===== src/rtl/core_pkg.sv =====
// ---------------------------------------------------------------------------
// core_pkg
// Shared definitions for the execute/memory-read cushion buffer:
//   - field width constants for register, CSR, strobe and exception codes
//   - cushion_entry_t, the packed record buffered for every execute result
//   - wrap_inc, a modulo pointer increment used for circular buffers
// ---------------------------------------------------------------------------
package core_pkg;

    localparam int CORE_XLEN  = 32;
    localparam int REG_ADDR_W = 5;
    localparam int CSR_ADDR_W = 12;
    localparam int STRB_W     = 4;
    localparam int EXC_CODE_W = 4;

    typedef struct packed {
        logic                  reg_w_en;
        logic [REG_ADDR_W-1:0] reg_w_rd;
        logic [CORE_XLEN-1:0]  reg_w_data;
        logic                  csr_w_en;
        logic [CSR_ADDR_W-1:0] csr_w_addr;
        logic [CORE_XLEN-1:0]  csr_w_data;
        logic                  mem_r_en;
        logic [REG_ADDR_W-1:0] mem_r_rd;
        logic [CORE_XLEN-1:0]  mem_r_addr;
        logic [STRB_W-1:0]     mem_r_strb;
        logic                  mem_r_signed;
        logic                  mem_w_en;
        logic [CORE_XLEN-1:0]  mem_w_addr;
        logic [STRB_W-1:0]     mem_w_strb;
        logic [CORE_XLEN-1:0]  mem_w_data;
        logic                  jmp_do;
        logic [CORE_XLEN-1:0]  jmp_pc;
        logic                  exc_en;
        logic [EXC_CODE_W-1:0] exc_code;
    } cushion_entry_t;

    // Next pointer value in a circular buffer of 'depth' slots.
    function automatic int wrap_inc(input int ptr, input int depth);
        return (ptr + 32'sd1) % depth;
    endfunction

endpackage


===== src/rtl/cushion_fwd_match.sv =====
// ---------------------------------------------------------------------------
// cushion_fwd_match
// Newest-first priority scan over the occupied cushion entries. Slot order is
// rotated with the write pointer so the most recently pushed entry is checked
// first. A "busy" match (pending load) reports hit+busy with zero data; a
// write match reports hit with the stored data.
// Ports:
//   count       number of occupied entries
//   wr_ptr      write pointer (slot after the newest entry)
//   lookup_addr address being looked up
//   wr_en/wr_addr/wr_data     per-slot write candidates
//   busy_en/busy_addr         per-slot pending-result candidates
//   hit/busy/data             lookup result
// ---------------------------------------------------------------------------
module cushion_fwd_match #(
    parameter int DEPTH        = 2,
    parameter int PTR_W        = 1,
    parameter int CNT_W        = 2,
    parameter int ADDR_W       = 5,
    parameter int DATA_W       = 32,
    parameter int ZERO_IS_NULL = 1
) (
    input  logic [CNT_W-1:0]              count,
    input  logic [PTR_W-1:0]              wr_ptr,
    input  logic [ADDR_W-1:0]             lookup_addr,
    input  logic [DEPTH-1:0]              wr_en,
    input  logic [DEPTH-1:0][ADDR_W-1:0]  wr_addr,
    input  logic [DEPTH-1:0][DATA_W-1:0]  wr_data,
    input  logic [DEPTH-1:0]              busy_en,
    input  logic [DEPTH-1:0][ADDR_W-1:0]  busy_addr,
    output logic                          hit,
    output logic                          busy,
    output logic [DATA_W-1:0]             data
);

    logic             lookup_ok_s;
    logic             found_s;
    logic [PTR_W-1:0] idx_s;

    // Address zero is a hard-wired constant on the register side and never matches.
    assign lookup_ok_s = !((ZERO_IS_NULL != 0) && (lookup_addr == '0));

    // Priority scan from newest to oldest; the first matching entry wins.
    always_comb begin
        hit     = 1'b0;
        busy    = 1'b0;
        data    = '0;
        found_s = 1'b0;
        idx_s   = '0;
        for (int i = 0; i < DEPTH; i++) begin
            idx_s = PTR_W'((int'(wr_ptr) + DEPTH - 1 - i) % DEPTH);
            if (!found_s && lookup_ok_s && (CNT_W'(i) < count)) begin
                if (busy_en[idx_s] && (busy_addr[idx_s] == lookup_addr)) begin
                    found_s = 1'b1;
                    hit     = 1'b1;
                    busy    = 1'b1;
                    data    = '0;
                end else if (wr_en[idx_s] && (wr_addr[idx_s] == lookup_addr)) begin
                    found_s = 1'b1;
                    hit     = 1'b1;
                    busy    = 1'b0;
                    data    = wr_data[idx_s];
                end else begin
                    found_s = found_s;
                end
            end else begin
                found_s = found_s;
            end
        end
    end

endmodule


===== src/rtl/cushion_fifo.sv =====
// ---------------------------------------------------------------------------
// cushion_fifo
// DEPTH-entry in-order buffer between the execute unit and the memory-read
// stage. Valid/ready handshake on the execute side, MEM_WAIT stall and FLUSH
// on the downstream side, plus newest-first register/CSR forwarding lookups
// over every occupied entry.
// Ports:
//   CLK, RST (async, active-low)
//   FLUSH      drop all entries and this cycle's push
//   MEM_WAIT   downstream stall, blocks pop
//   EXEC_*     incoming execute result, EXEC_VALID/EXEC_READY handshake
//   CUSHION_*  head entry (all zero when empty)
//   FWD_REG_*  register forwarding lookup (hit/busy/data)
//   FWD_CSR_*  CSR forwarding lookup (hit/data)
// ---------------------------------------------------------------------------
module cushion_fifo
    import core_pkg::*;
#(
    parameter int DEPTH  = 2,
    parameter int XLEN   = 32,
    parameter int FWD_EN = 1
) (
    input  logic                  CLK,
    input  logic                  RST,
    input  logic                  FLUSH,
    input  logic                  MEM_WAIT,
    input  logic                  EXEC_VALID,
    output logic                  EXEC_READY,
    input  logic                  EXEC_REG_W_EN,
    input  logic [REG_ADDR_W-1:0] EXEC_REG_W_RD,
    input  logic [XLEN-1:0]       EXEC_REG_W_DATA,
    input  logic                  EXEC_CSR_W_EN,
    input  logic [CSR_ADDR_W-1:0] EXEC_CSR_W_ADDR,
    input  logic [XLEN-1:0]       EXEC_CSR_W_DATA,
    input  logic                  EXEC_MEM_R_EN,
    input  logic [REG_ADDR_W-1:0] EXEC_MEM_R_RD,
    input  logic [XLEN-1:0]       EXEC_MEM_R_ADDR,
    input  logic [STRB_W-1:0]     EXEC_MEM_R_STRB,
    input  logic                  EXEC_MEM_R_SIGNED,
    input  logic                  EXEC_MEM_W_EN,
    input  logic [XLEN-1:0]       EXEC_MEM_W_ADDR,
    input  logic [STRB_W-1:0]     EXEC_MEM_W_STRB,
    input  logic [XLEN-1:0]       EXEC_MEM_W_DATA,
    input  logic                  EXEC_JMP_DO,
    input  logic [XLEN-1:0]       EXEC_JMP_PC,
    input  logic                  EXEC_EXC_EN,
    input  logic [EXC_CODE_W-1:0] EXEC_EXC_CODE,
    output logic                  CUSHION_VALID,
    output logic                  CUSHION_REG_W_EN,
    output logic [REG_ADDR_W-1:0] CUSHION_REG_W_RD,
    output logic [XLEN-1:0]       CUSHION_REG_W_DATA,
    output logic                  CUSHION_CSR_W_EN,
    output logic [CSR_ADDR_W-1:0] CUSHION_CSR_W_ADDR,
    output logic [XLEN-1:0]       CUSHION_CSR_W_DATA,
    output logic                  CUSHION_MEM_R_EN,
    output logic [REG_ADDR_W-1:0] CUSHION_MEM_R_RD,
    output logic [XLEN-1:0]       CUSHION_MEM_R_ADDR,
    output logic [STRB_W-1:0]     CUSHION_MEM_R_STRB,
    output logic                  CUSHION_MEM_R_SIGNED,
    output logic                  CUSHION_MEM_W_EN,
    output logic [XLEN-1:0]       CUSHION_MEM_W_ADDR,
    output logic [STRB_W-1:0]     CUSHION_MEM_W_STRB,
    output logic [XLEN-1:0]       CUSHION_MEM_W_DATA,
    output logic                  CUSHION_JMP_DO,
    output logic [XLEN-1:0]       CUSHION_JMP_PC,
    output logic                  CUSHION_EXC_EN,
    output logic [EXC_CODE_W-1:0] CUSHION_EXC_CODE,
    input  logic [REG_ADDR_W-1:0] FWD_REG_ADDR,
    output logic                  FWD_REG_HIT,
    output logic                  FWD_REG_BUSY,
    output logic [XLEN-1:0]       FWD_REG_DATA,
    input  logic [CSR_ADDR_W-1:0] FWD_CSR_ADDR,
    output logic                  FWD_CSR_HIT,
    output logic [XLEN-1:0]       FWD_CSR_DATA
);

    localparam int PTR_W = (DEPTH > 1) ? $clog2(DEPTH) : 1;
    localparam int CNT_W = $clog2(DEPTH) + 1;

    cushion_entry_t   entries_r [DEPTH];
    logic [PTR_W-1:0] wr_ptr_r;
    logic [PTR_W-1:0] rd_ptr_r;
    logic [CNT_W-1:0] count_r;

    logic             valid_s;
    logic             full_s;
    logic             pop_s;
    logic             push_s;
    logic [PTR_W-1:0] wr_ptr_inc_s;
    logic [PTR_W-1:0] rd_ptr_inc_s;
    cushion_entry_t   exec_entry_s;
    cushion_entry_t   head_s;

    logic [DEPTH-1:0]                           reg_w_en_v_s;
    logic [DEPTH-1:0][REG_ADDR_W-1:0]           reg_w_rd_v_s;
    logic [DEPTH-1:0][CORE_XLEN-1:0]            reg_w_data_v_s;
    logic [DEPTH-1:0]                           mem_r_en_v_s;
    logic [DEPTH-1:0][REG_ADDR_W-1:0]           mem_r_rd_v_s;
    logic [DEPTH-1:0]                           csr_w_en_v_s;
    logic [DEPTH-1:0][CSR_ADDR_W-1:0]           csr_w_addr_v_s;
    logic [DEPTH-1:0][CORE_XLEN-1:0]            csr_w_data_v_s;

    logic                 reg_hit_s;
    logic                 reg_busy_s;
    logic [CORE_XLEN-1:0] reg_data_s;
    logic                 csr_hit_s;
    logic                 csr_busy_s;
    logic [CORE_XLEN-1:0] csr_data_s;

    assign valid_s      = (count_r != '0);
    assign full_s       = (count_r == CNT_W'(DEPTH));
    assign pop_s        = valid_s && !MEM_WAIT && !FLUSH;
    // A full buffer still accepts when the head leaves in the same cycle.
    assign EXEC_READY   = !full_s || pop_s;
    assign push_s       = EXEC_VALID && EXEC_READY && !FLUSH;
    assign wr_ptr_inc_s = PTR_W'(wrap_inc(int'(wr_ptr_r), DEPTH));
    assign rd_ptr_inc_s = PTR_W'(wrap_inc(int'(rd_ptr_r), DEPTH));

    // Pack the incoming execute result into an entry record.
    always_comb begin
        exec_entry_s              = '0;
        exec_entry_s.reg_w_en     = EXEC_REG_W_EN;
        exec_entry_s.reg_w_rd     = EXEC_REG_W_RD;
        exec_entry_s.reg_w_data   = CORE_XLEN'(EXEC_REG_W_DATA);
        exec_entry_s.csr_w_en     = EXEC_CSR_W_EN;
        exec_entry_s.csr_w_addr   = EXEC_CSR_W_ADDR;
        exec_entry_s.csr_w_data   = CORE_XLEN'(EXEC_CSR_W_DATA);
        exec_entry_s.mem_r_en     = EXEC_MEM_R_EN;
        exec_entry_s.mem_r_rd     = EXEC_MEM_R_RD;
        exec_entry_s.mem_r_addr   = CORE_XLEN'(EXEC_MEM_R_ADDR);
        exec_entry_s.mem_r_strb   = EXEC_MEM_R_STRB;
        exec_entry_s.mem_r_signed = EXEC_MEM_R_SIGNED;
        exec_entry_s.mem_w_en     = EXEC_MEM_W_EN;
        exec_entry_s.mem_w_addr   = CORE_XLEN'(EXEC_MEM_W_ADDR);
        exec_entry_s.mem_w_strb   = EXEC_MEM_W_STRB;
        exec_entry_s.mem_w_data   = CORE_XLEN'(EXEC_MEM_W_DATA);
        exec_entry_s.jmp_do       = EXEC_JMP_DO;
        exec_entry_s.jmp_pc       = CORE_XLEN'(EXEC_JMP_PC);
        exec_entry_s.exc_en       = EXEC_EXC_EN;
        exec_entry_s.exc_code     = EXEC_EXC_CODE;
    end

    // Pointer, count and storage update; FLUSH overrides any push or pop.
    always_ff @(posedge CLK or negedge RST) begin
        if (!RST) begin
            wr_ptr_r <= '0;
            rd_ptr_r <= '0;
            count_r  <= '0;
            for (int i = 0; i < DEPTH; i++) begin
                entries_r[i] <= '0;
            end
        end else if (FLUSH) begin
            wr_ptr_r <= '0;
            rd_ptr_r <= '0;
            count_r  <= '0;
        end else begin
            if (push_s) begin
                entries_r[wr_ptr_r] <= exec_entry_s;
                wr_ptr_r            <= wr_ptr_inc_s;
            end
            if (pop_s) begin
                rd_ptr_r <= rd_ptr_inc_s;
            end
            case ({push_s, pop_s})
                2'b10:   count_r <= count_r + CNT_W'(1);
                2'b01:   count_r <= count_r - CNT_W'(1);
                default: count_r <= count_r;
            endcase
        end
    end

    // Head entry, forced to zero when nothing is stored.
    always_comb begin
        head_s = '0;
        if (valid_s) begin
            head_s = entries_r[rd_ptr_r];
        end else begin
            head_s = '0;
        end
    end

    assign CUSHION_VALID        = valid_s;
    assign CUSHION_REG_W_EN     = head_s.reg_w_en;
    assign CUSHION_REG_W_RD     = head_s.reg_w_rd;
    assign CUSHION_REG_W_DATA   = XLEN'(head_s.reg_w_data);
    assign CUSHION_CSR_W_EN     = head_s.csr_w_en;
    assign CUSHION_CSR_W_ADDR   = head_s.csr_w_addr;
    assign CUSHION_CSR_W_DATA   = XLEN'(head_s.csr_w_data);
    assign CUSHION_MEM_R_EN     = head_s.mem_r_en;
    assign CUSHION_MEM_R_RD     = head_s.mem_r_rd;
    assign CUSHION_MEM_R_ADDR   = XLEN'(head_s.mem_r_addr);
    assign CUSHION_MEM_R_STRB   = head_s.mem_r_strb;
    assign CUSHION_MEM_R_SIGNED = head_s.mem_r_signed;
    assign CUSHION_MEM_W_EN     = head_s.mem_w_en;
    assign CUSHION_MEM_W_ADDR   = XLEN'(head_s.mem_w_addr);
    assign CUSHION_MEM_W_STRB   = head_s.mem_w_strb;
    assign CUSHION_MEM_W_DATA   = XLEN'(head_s.mem_w_data);
    assign CUSHION_JMP_DO       = head_s.jmp_do;
    assign CUSHION_JMP_PC       = XLEN'(head_s.jmp_pc);
    assign CUSHION_EXC_EN       = head_s.exc_en;
    assign CUSHION_EXC_CODE     = head_s.exc_code;

    // Flatten the slot fields that the forwarding scans look at.
    always_comb begin
        reg_w_en_v_s   = '0;
        reg_w_rd_v_s   = '0;
        reg_w_data_v_s = '0;
        mem_r_en_v_s   = '0;
        mem_r_rd_v_s   = '0;
        csr_w_en_v_s   = '0;
        csr_w_addr_v_s = '0;
        csr_w_data_v_s = '0;
        for (int i = 0; i < DEPTH; i++) begin
            reg_w_en_v_s[i]   = entries_r[i].reg_w_en;
            reg_w_rd_v_s[i]   = entries_r[i].reg_w_rd;
            reg_w_data_v_s[i] = entries_r[i].reg_w_data;
            mem_r_en_v_s[i]   = entries_r[i].mem_r_en;
            mem_r_rd_v_s[i]   = entries_r[i].mem_r_rd;
            csr_w_en_v_s[i]   = entries_r[i].csr_w_en;
            csr_w_addr_v_s[i] = entries_r[i].csr_w_addr;
            csr_w_data_v_s[i] = entries_r[i].csr_w_data;
        end
    end

    cushion_fwd_match #(
        .DEPTH        (DEPTH),
        .PTR_W        (PTR_W),
        .CNT_W        (CNT_W),
        .ADDR_W       (REG_ADDR_W),
        .DATA_W       (CORE_XLEN),
        .ZERO_IS_NULL (1)
    ) u_reg_match (
        .count       (count_r),
        .wr_ptr      (wr_ptr_r),
        .lookup_addr (FWD_REG_ADDR),
        .wr_en       (reg_w_en_v_s),
        .wr_addr     (reg_w_rd_v_s),
        .wr_data     (reg_w_data_v_s),
        .busy_en     (mem_r_en_v_s),
        .busy_addr   (mem_r_rd_v_s),
        .hit         (reg_hit_s),
        .busy        (reg_busy_s),
        .data        (reg_data_s)
    );

    // CSRs have no pending-result case, so the busy inputs are tied off.
    cushion_fwd_match #(
        .DEPTH        (DEPTH),
        .PTR_W        (PTR_W),
        .CNT_W        (CNT_W),
        .ADDR_W       (CSR_ADDR_W),
        .DATA_W       (CORE_XLEN),
        .ZERO_IS_NULL (0)
    ) u_csr_match (
        .count       (count_r),
        .wr_ptr      (wr_ptr_r),
        .lookup_addr (FWD_CSR_ADDR),
        .wr_en       (csr_w_en_v_s),
        .wr_addr     (csr_w_addr_v_s),
        .wr_data     (csr_w_data_v_s),
        .busy_en     ({DEPTH{1'b0}}),
        .busy_addr   ({DEPTH{{CSR_ADDR_W{1'b0}}}}),
        .hit         (csr_hit_s),
        .busy        (csr_busy_s),
        .data        (csr_data_s)
    );

    assign FWD_REG_HIT  = (FWD_EN != 0) ? reg_hit_s : 1'b0;
    assign FWD_REG_BUSY = (FWD_EN != 0) ? reg_busy_s : 1'b0;
    assign FWD_REG_DATA = (FWD_EN != 0) ? XLEN'(reg_data_s) : {XLEN{1'b0}};
    assign FWD_CSR_HIT  = (FWD_EN != 0) ? (csr_hit_s && !csr_busy_s) : 1'b0;
    assign FWD_CSR_DATA = (FWD_EN != 0) ? XLEN'(csr_data_s) : {XLEN{1'b0}};

endmodule


===== config.mk =====
export PLATFORM = sky130hd
export DESIGN_NAME = cushion_fifo
export DESIGN_NICKNAME = d
export VERILOG_FILES = /design/src/rtl/core_pkg.sv /design/src/rtl/cushion_fwd_match.sv /design/src/rtl/cushion_fifo.sv
export SDC_FILE = /design/constraint.sdc
export NUM_CORES = 1
export LEC_CHECK = 0
export BUFFER_PORTS_ARGS = -buffer_cell sky130_fd_sc_hd__buf_2
export CAP_MARGIN = 25
export CORE_MARGIN = 2
export CORE_UTILIZATION = 50
export DETAILED_ROUTE_END_ITERATION = 7
export PLACE_DENSITY_LB_ADDON = 0.2
export SLEW_MARGIN = 20
export SYNTH_ARGS = -nofsm -noshare
export SYNTH_HDL_FRONTEND = slang
export SYNTH_SLANG_ARGS = --single-unit

===== constraint.sdc =====
create_clock -name CLK -period 2.4 [get_ports CLK]
set_clock_uncertainty 0.2 [all_clocks]
set_input_delay 0.24 -clock CLK [delete_from_list [all_inputs] [get_ports CLK]]
set_output_delay 0.24 -clock CLK [all_outputs]
set_load 0.01 [all_outputs]

==> results <==
- The flow ran to the end, but the final reports show violations.
- The final reports fail on negative setup slack.
- The part of the total power dissipated in sequential elements is 0.333.
- The maximum clock path buffer count is 3.
- The H-tree was split into 2 levels.
- The tool flagged a number of max-cap violations equal to 0.
- The synthesis-to-finish area growth is 41.3%.
- After detailed placement, the total cell area comes to about 30,000 um^2.
- The power density over cell area is ~1300 nW/um^2.
- The number of clock sinks is 470.
- The met2 global-route usage is 0.506.
- Yosys mapped a number of flops with a built-in enable equal to 0.
- The total power is 45.2 mW.
- Sorting the synthesized cells by how often they occur yields sky130_fd_sc_hd__dfrtp_1 (470), sky130_fd_sc_hd__mux2_2 (466), sky130_fd_sc_hd__mux2i_1 (288), sky130_fd_sc_hd__nor2_1 (244), sky130_fd_sc_hd__clkbuf_1 (114).
- The fraction of power spent switching nets is 0.398.
- The synthesized area divided by synthesized cell count is approximately 12 um^2.
- The worst setup slack for register-to-register paths is -0.37 ns.
- The clock group share of total power is 0.185.
- In the post-route analysis, the smallest setup slack over all paths is -1.24 ns.
- The final design instance area without fill is 34,900 um^2.
- The distinct cell type count of the synthesized netlist is just over 40.
- Of the total synthesized cell area, the portion taken by XOR and XNOR cells is 0.0174.
- Static timing analysis puts the maximum clock frequency at 0.275 GHz.
- The most common cell in the synthesized netlist is sky130_fd_sc_hd__dfrtp_1.
- The startpoint of the tightest hold check path is EXEC_MEM_W_DATA[13].
- The relative max-transition margin is 0.601.
- The adder-cell area share of the yosys netlist is 0.00152.
- The via total after detailed routing is ~21,000.
- The global-route track usage on met3 is 0.0783.
- The simple-gate portion of the synthesized area is 0.0906.
- The worst hold path belongs to the class primary input to flip-flop.
- The clock tree from TritonCTS is built.
- The final number of hold-violating endpoints is 0.
- The area enclosed by the die boundary is approximately 51,000 um^2.
- The post-synthesis instance total is 2,133.
- The share of total power dissipated in combinational logic is 0.482.
- The design internal power is approximately 27 mW.
- The first global-routing pass estimated 123 mm of wire.
- The initial antenna violation count was 10.
- The later pin in the worst-skew pair is clocked with a latency of about 0.6 ns.
- The routed wirelength normalized by instance count is 22.5 um.
- For the finished layout, the period the worst path requires is ~3.6 ns.
- The end point of the worst hold path is entries_r[51].
- Buffers placed on the I/O ports in this run total approximately 560.
- By area the synthesized netlist is led by sky130_fd_sc_hd__dfrtp_1 (48%), sky130_fd_sc_hd__mux2_2 (21%), sky130_fd_sc_hd__mux2i_1 (12%).
- The post-detailed-route count of antenna-violating nets is 0.
- The data required time at the worst endpoint is a little under 2 ns.
- The cell depth of the worst flop-to-flop path is 8.
- The final count of pins violating max slew is 0.
- For this run, the number of standard cells in the final layout without fillers is between 3,000 and 4,000.
- For this run, design rule violations remaining after detail routing come to 0.
- The net count after synthesis is ~2,400.
- The maximum number of pins on one net before global-route repair is 96.
- The first detailed-routing pass ran for 7 iterations.
- In this run the worst path has a maximum fanout of 17.
- In this run the static leakage power is between 15 and 20 nW.
- The power dissipated by switching net loads is 18.0 mW.
- The busiest metal layer after global routing is met2.
- In the routed layout, each cell is associated on average with a via count of about 5.8.
- The prevailing post-synth register cell is sky130_fd_sc_hd__dfrtp_1.
- The placeable core region is ~50,000 um^2.
- The first routing iteration left about 1,700 violations.
- The number of cells in the design after placement is about 3,300.
- For this run the aggregate overflow at the end of global routing stands at 0.
- The fill cell total of the finished layout is around 3,300.
- The destination of the worst register-to-register timing path is entries_r[37].
- The synthesized area is between 20,000 and 25,000 um^2.
- The via count of the first global-routing pass was 22,116.
- In the final design database the tool counted about 3,200 nets.
- Once layout is complete, the utilization of the core stands at 0.715.
- The worst setup path is captured at an output pin.
- For this block, the routed nets add up to 83.1 mm of wire.
- The floorplan step set the die width to about 230 um.
- The master cell of the clock root buffer is sky130_fd_sc_hd__clkbuf_16.
- The worst-case IR drop observed on VDD is a little over 800 uV.
- Counting instances, the worst hold path has a depth of 3.
- In this run the critical register-to-register path is launched from count_r[1].
- The slew at the pin closest to its max-slew limit is about 0.6 ns.
- The detailed-placement wirelength estimate is 52.2 mm.
- From bottom edge to top edge, the die measures about 230 um.
- The fraction of layout instances using a drive strength above 1 is 0.473.
- Setup repair after global routing could not meet its margin everywhere.
- The number of buffers added by the clock tree synthesis step is between 50 and 60.
- The critical path is of the flip-flop to output pin type.
- The floorplan has just over 80 rows.
- After synthesis, the share of cell area in mux cells is 0.329.
- Across every metal layer, demand over resource in global routing totals 0.306.
- The cell type contributing the most total cell area after synthesis is sky130_fd_sc_hd__dfrtp_1.
- STA classifies the critical path startpoint as a flip-flop.
- In the synthesized netlist the async set-or-reset flop fraction comes to 1.00.
- The share of the synthesized area in compound gates (AO/OA/AOI/OAI) came to 0.0519.
- The share of the Yosys chip area taken by registers is 0.476.
- The initial core utilization is 0.506.
- The count of final setup violators is 755.
- After synthesis, the largest family of logic cells by area is multiplexers.
- The data arrival time of the worst path is 3.20 ns.
- Pin placement for this block handled 557 I/O pins.
- The clock transition at the registers of the reported paths is roughly 0.060 ns.
- In the finished design, the share of the clock period the worst path needs comes to 1.52.
- The share of synthesized area in the top cell type comes to 0.476.
- The worst setup slack after placement is -0.666 ns.
- Routability-driven placement finished with a final weighted congestion of approximately 0.9.
- The Yosys step of the flow raised 0 warnings.
- For this run, global-route usage on met1 was measured as 0.378.
- The count of state elements after synthesis is 470.
flip-flops by register name (all words and copies together) (netlist names):
signal	count
count_r	2
csr_w_addr_v_s	24
csr_w_data_v_s	64
csr_w_en_v_s	2
entries_r	376
rd_ptr_r	1
wr_ptr_r	1
power by group through the flow:
| stage | registers (mW) | logic (mW) | clock network, mW |
|---|---|---|---|
| finish | 15.0 | 21.8 | 8.36 |
| global route | 15.5 | 23.3 | 8.80 |
| CTS | 14.8 | 21.0 | 8.47 |
| detailed placement | 14.9 | 20.3 | 0 |
| global placement | 14.6 | 19.9 | 0 |
| floorplan | 14.0 | 13.1 | 0 |
placed cells by master (no fill, tap or decap), types with 12 or more instances in the layout:
master and n:
sky130_fd_sc_hd__a21oi_1 48, sky130_fd_sc_hd__a21oi_2 22, sky130_fd_sc_hd__a22oi_2 14, sky130_fd_sc_hd__a31oi_2 18, sky130_fd_sc_hd__a32oi_1 24, sky130_fd_sc_hd__and3_1 31, sky130_fd_sc_hd__buf_12 48, sky130_fd_sc_hd__buf_2 549
sky130_fd_sc_hd__buf_4 118, sky130_fd_sc_hd__buf_6 12, sky130_fd_sc_hd__clkbuf_16 62, sky130_fd_sc_hd__clkbuf_8 19, sky130_fd_sc_hd__dfrtp_1 468, sky130_fd_sc_hd__dlygate4sd3_1 238, sky130_fd_sc_hd__mux2_2 466, sky130_fd_sc_hd__mux2i_1 282
sky130_fd_sc_hd__nand2_1 33, sky130_fd_sc_hd__nand3_1 50, sky130_fd_sc_hd__nand4_1 69, sky130_fd_sc_hd__nor2_1 243, sky130_fd_sc_hd__o41ai_2 12, sky130_fd_sc_hd__xnor2_1 16, sky130_fd_sc_hd__xor2_1 31
worst max path at each step:
stage | startpoint | endpoint | slack (ns) | depth (start not counted)
floorplan | wr_ptr_r | FWD_REG_DATA[16] | -0.32 | 10
global placement | wr_ptr_r | FWD_REG_DATA[7] | -0.60 | 10
detailed placement | wr_ptr_r | FWD_REG_DATA[7] | -0.67 | 10
CTS | wr_ptr_r | FWD_CSR_DATA[17] | -1.18 | 11
global route | wr_ptr_r | FWD_CSR_DATA[5] | -1.38 | 12
finish | wr_ptr_r | FWD_REG_DATA[22] | -1.24 | 12
through the flow:
stage               hold WS, ns  setup TNS (ns)
finish                    0.209         -220.45
global route              0.195         -302.40
CTS                       0.174         -233.72
detailed placement       0.0378         -117.58
global placement         0.0324         -105.89
floorplan                -0.256          -18.84
per-layer routing:
| layer | share of wire | vias to the layer above |
|---|---|---|
| li1 | - | 9462 |
| met1 | 0.39 | 10771 |
| met2 | 0.49 | 981 |
| met3 | 0.083 | 272 |
| met4 | 0.045 | 6 |
| met5 | 0.00049 | - |
cell families after synthesis:
logic type | count (synthesis)
mux | 754
simple gates | 476
xor+xnor | 49
fa+ha+maj | 3
flops | 470
buf+inv | 194
compound gates | 187
layout make-up:
cell class                      instances  area, um^2  share of cell area
Tap cell                              664         831              0.0238
Sequential cell                       470       11800               0.337
Clock inverter                         19         267             0.00763
Multi-Input combinational cell       1469       12900               0.369
Antenna cell                            9        22.5            0.000645
Inverter                                7        26.3            0.000752
Clock buffer                           74        1530              0.0439
Timing Repair Buffer                  985        7580               0.217
repair_timing:
item,in CTS,in global routing
gates cloned,3,11
endpoints found under the hold margin,930,0
setup buffers,5,20
resized for setup,26,87
endpoints found under the setup margin,756,772
pin swaps,10,24
hold buffers,239,0
critical path, cell delays in order (launching register included):
cell and delay [ns]:
sky130_fd_sc_hd__dfrtp_4 0.52, sky130_fd_sc_hd__buf_12 0.17, sky130_fd_sc_hd__mux2i_4 0.19, sky130_fd_sc_hd__xnor2_2 0.17
sky130_fd_sc_hd__nor4_2 0.08, sky130_fd_sc_hd__buf_4 0.15, sky130_fd_sc_hd__a221oi_4 0.35, sky130_fd_sc_hd__buf_6 0.21
sky130_fd_sc_hd__buf_12 0.11, sky130_fd_sc_hd__clkbuf_16 0.16, sky130_fd_sc_hd__nand4_1 0.15, sky130_fd_sc_hd__a22oi_2 0.19
sky130_fd_sc_hd__buf_2 0.15
Power figures use the tool's default switching activity.
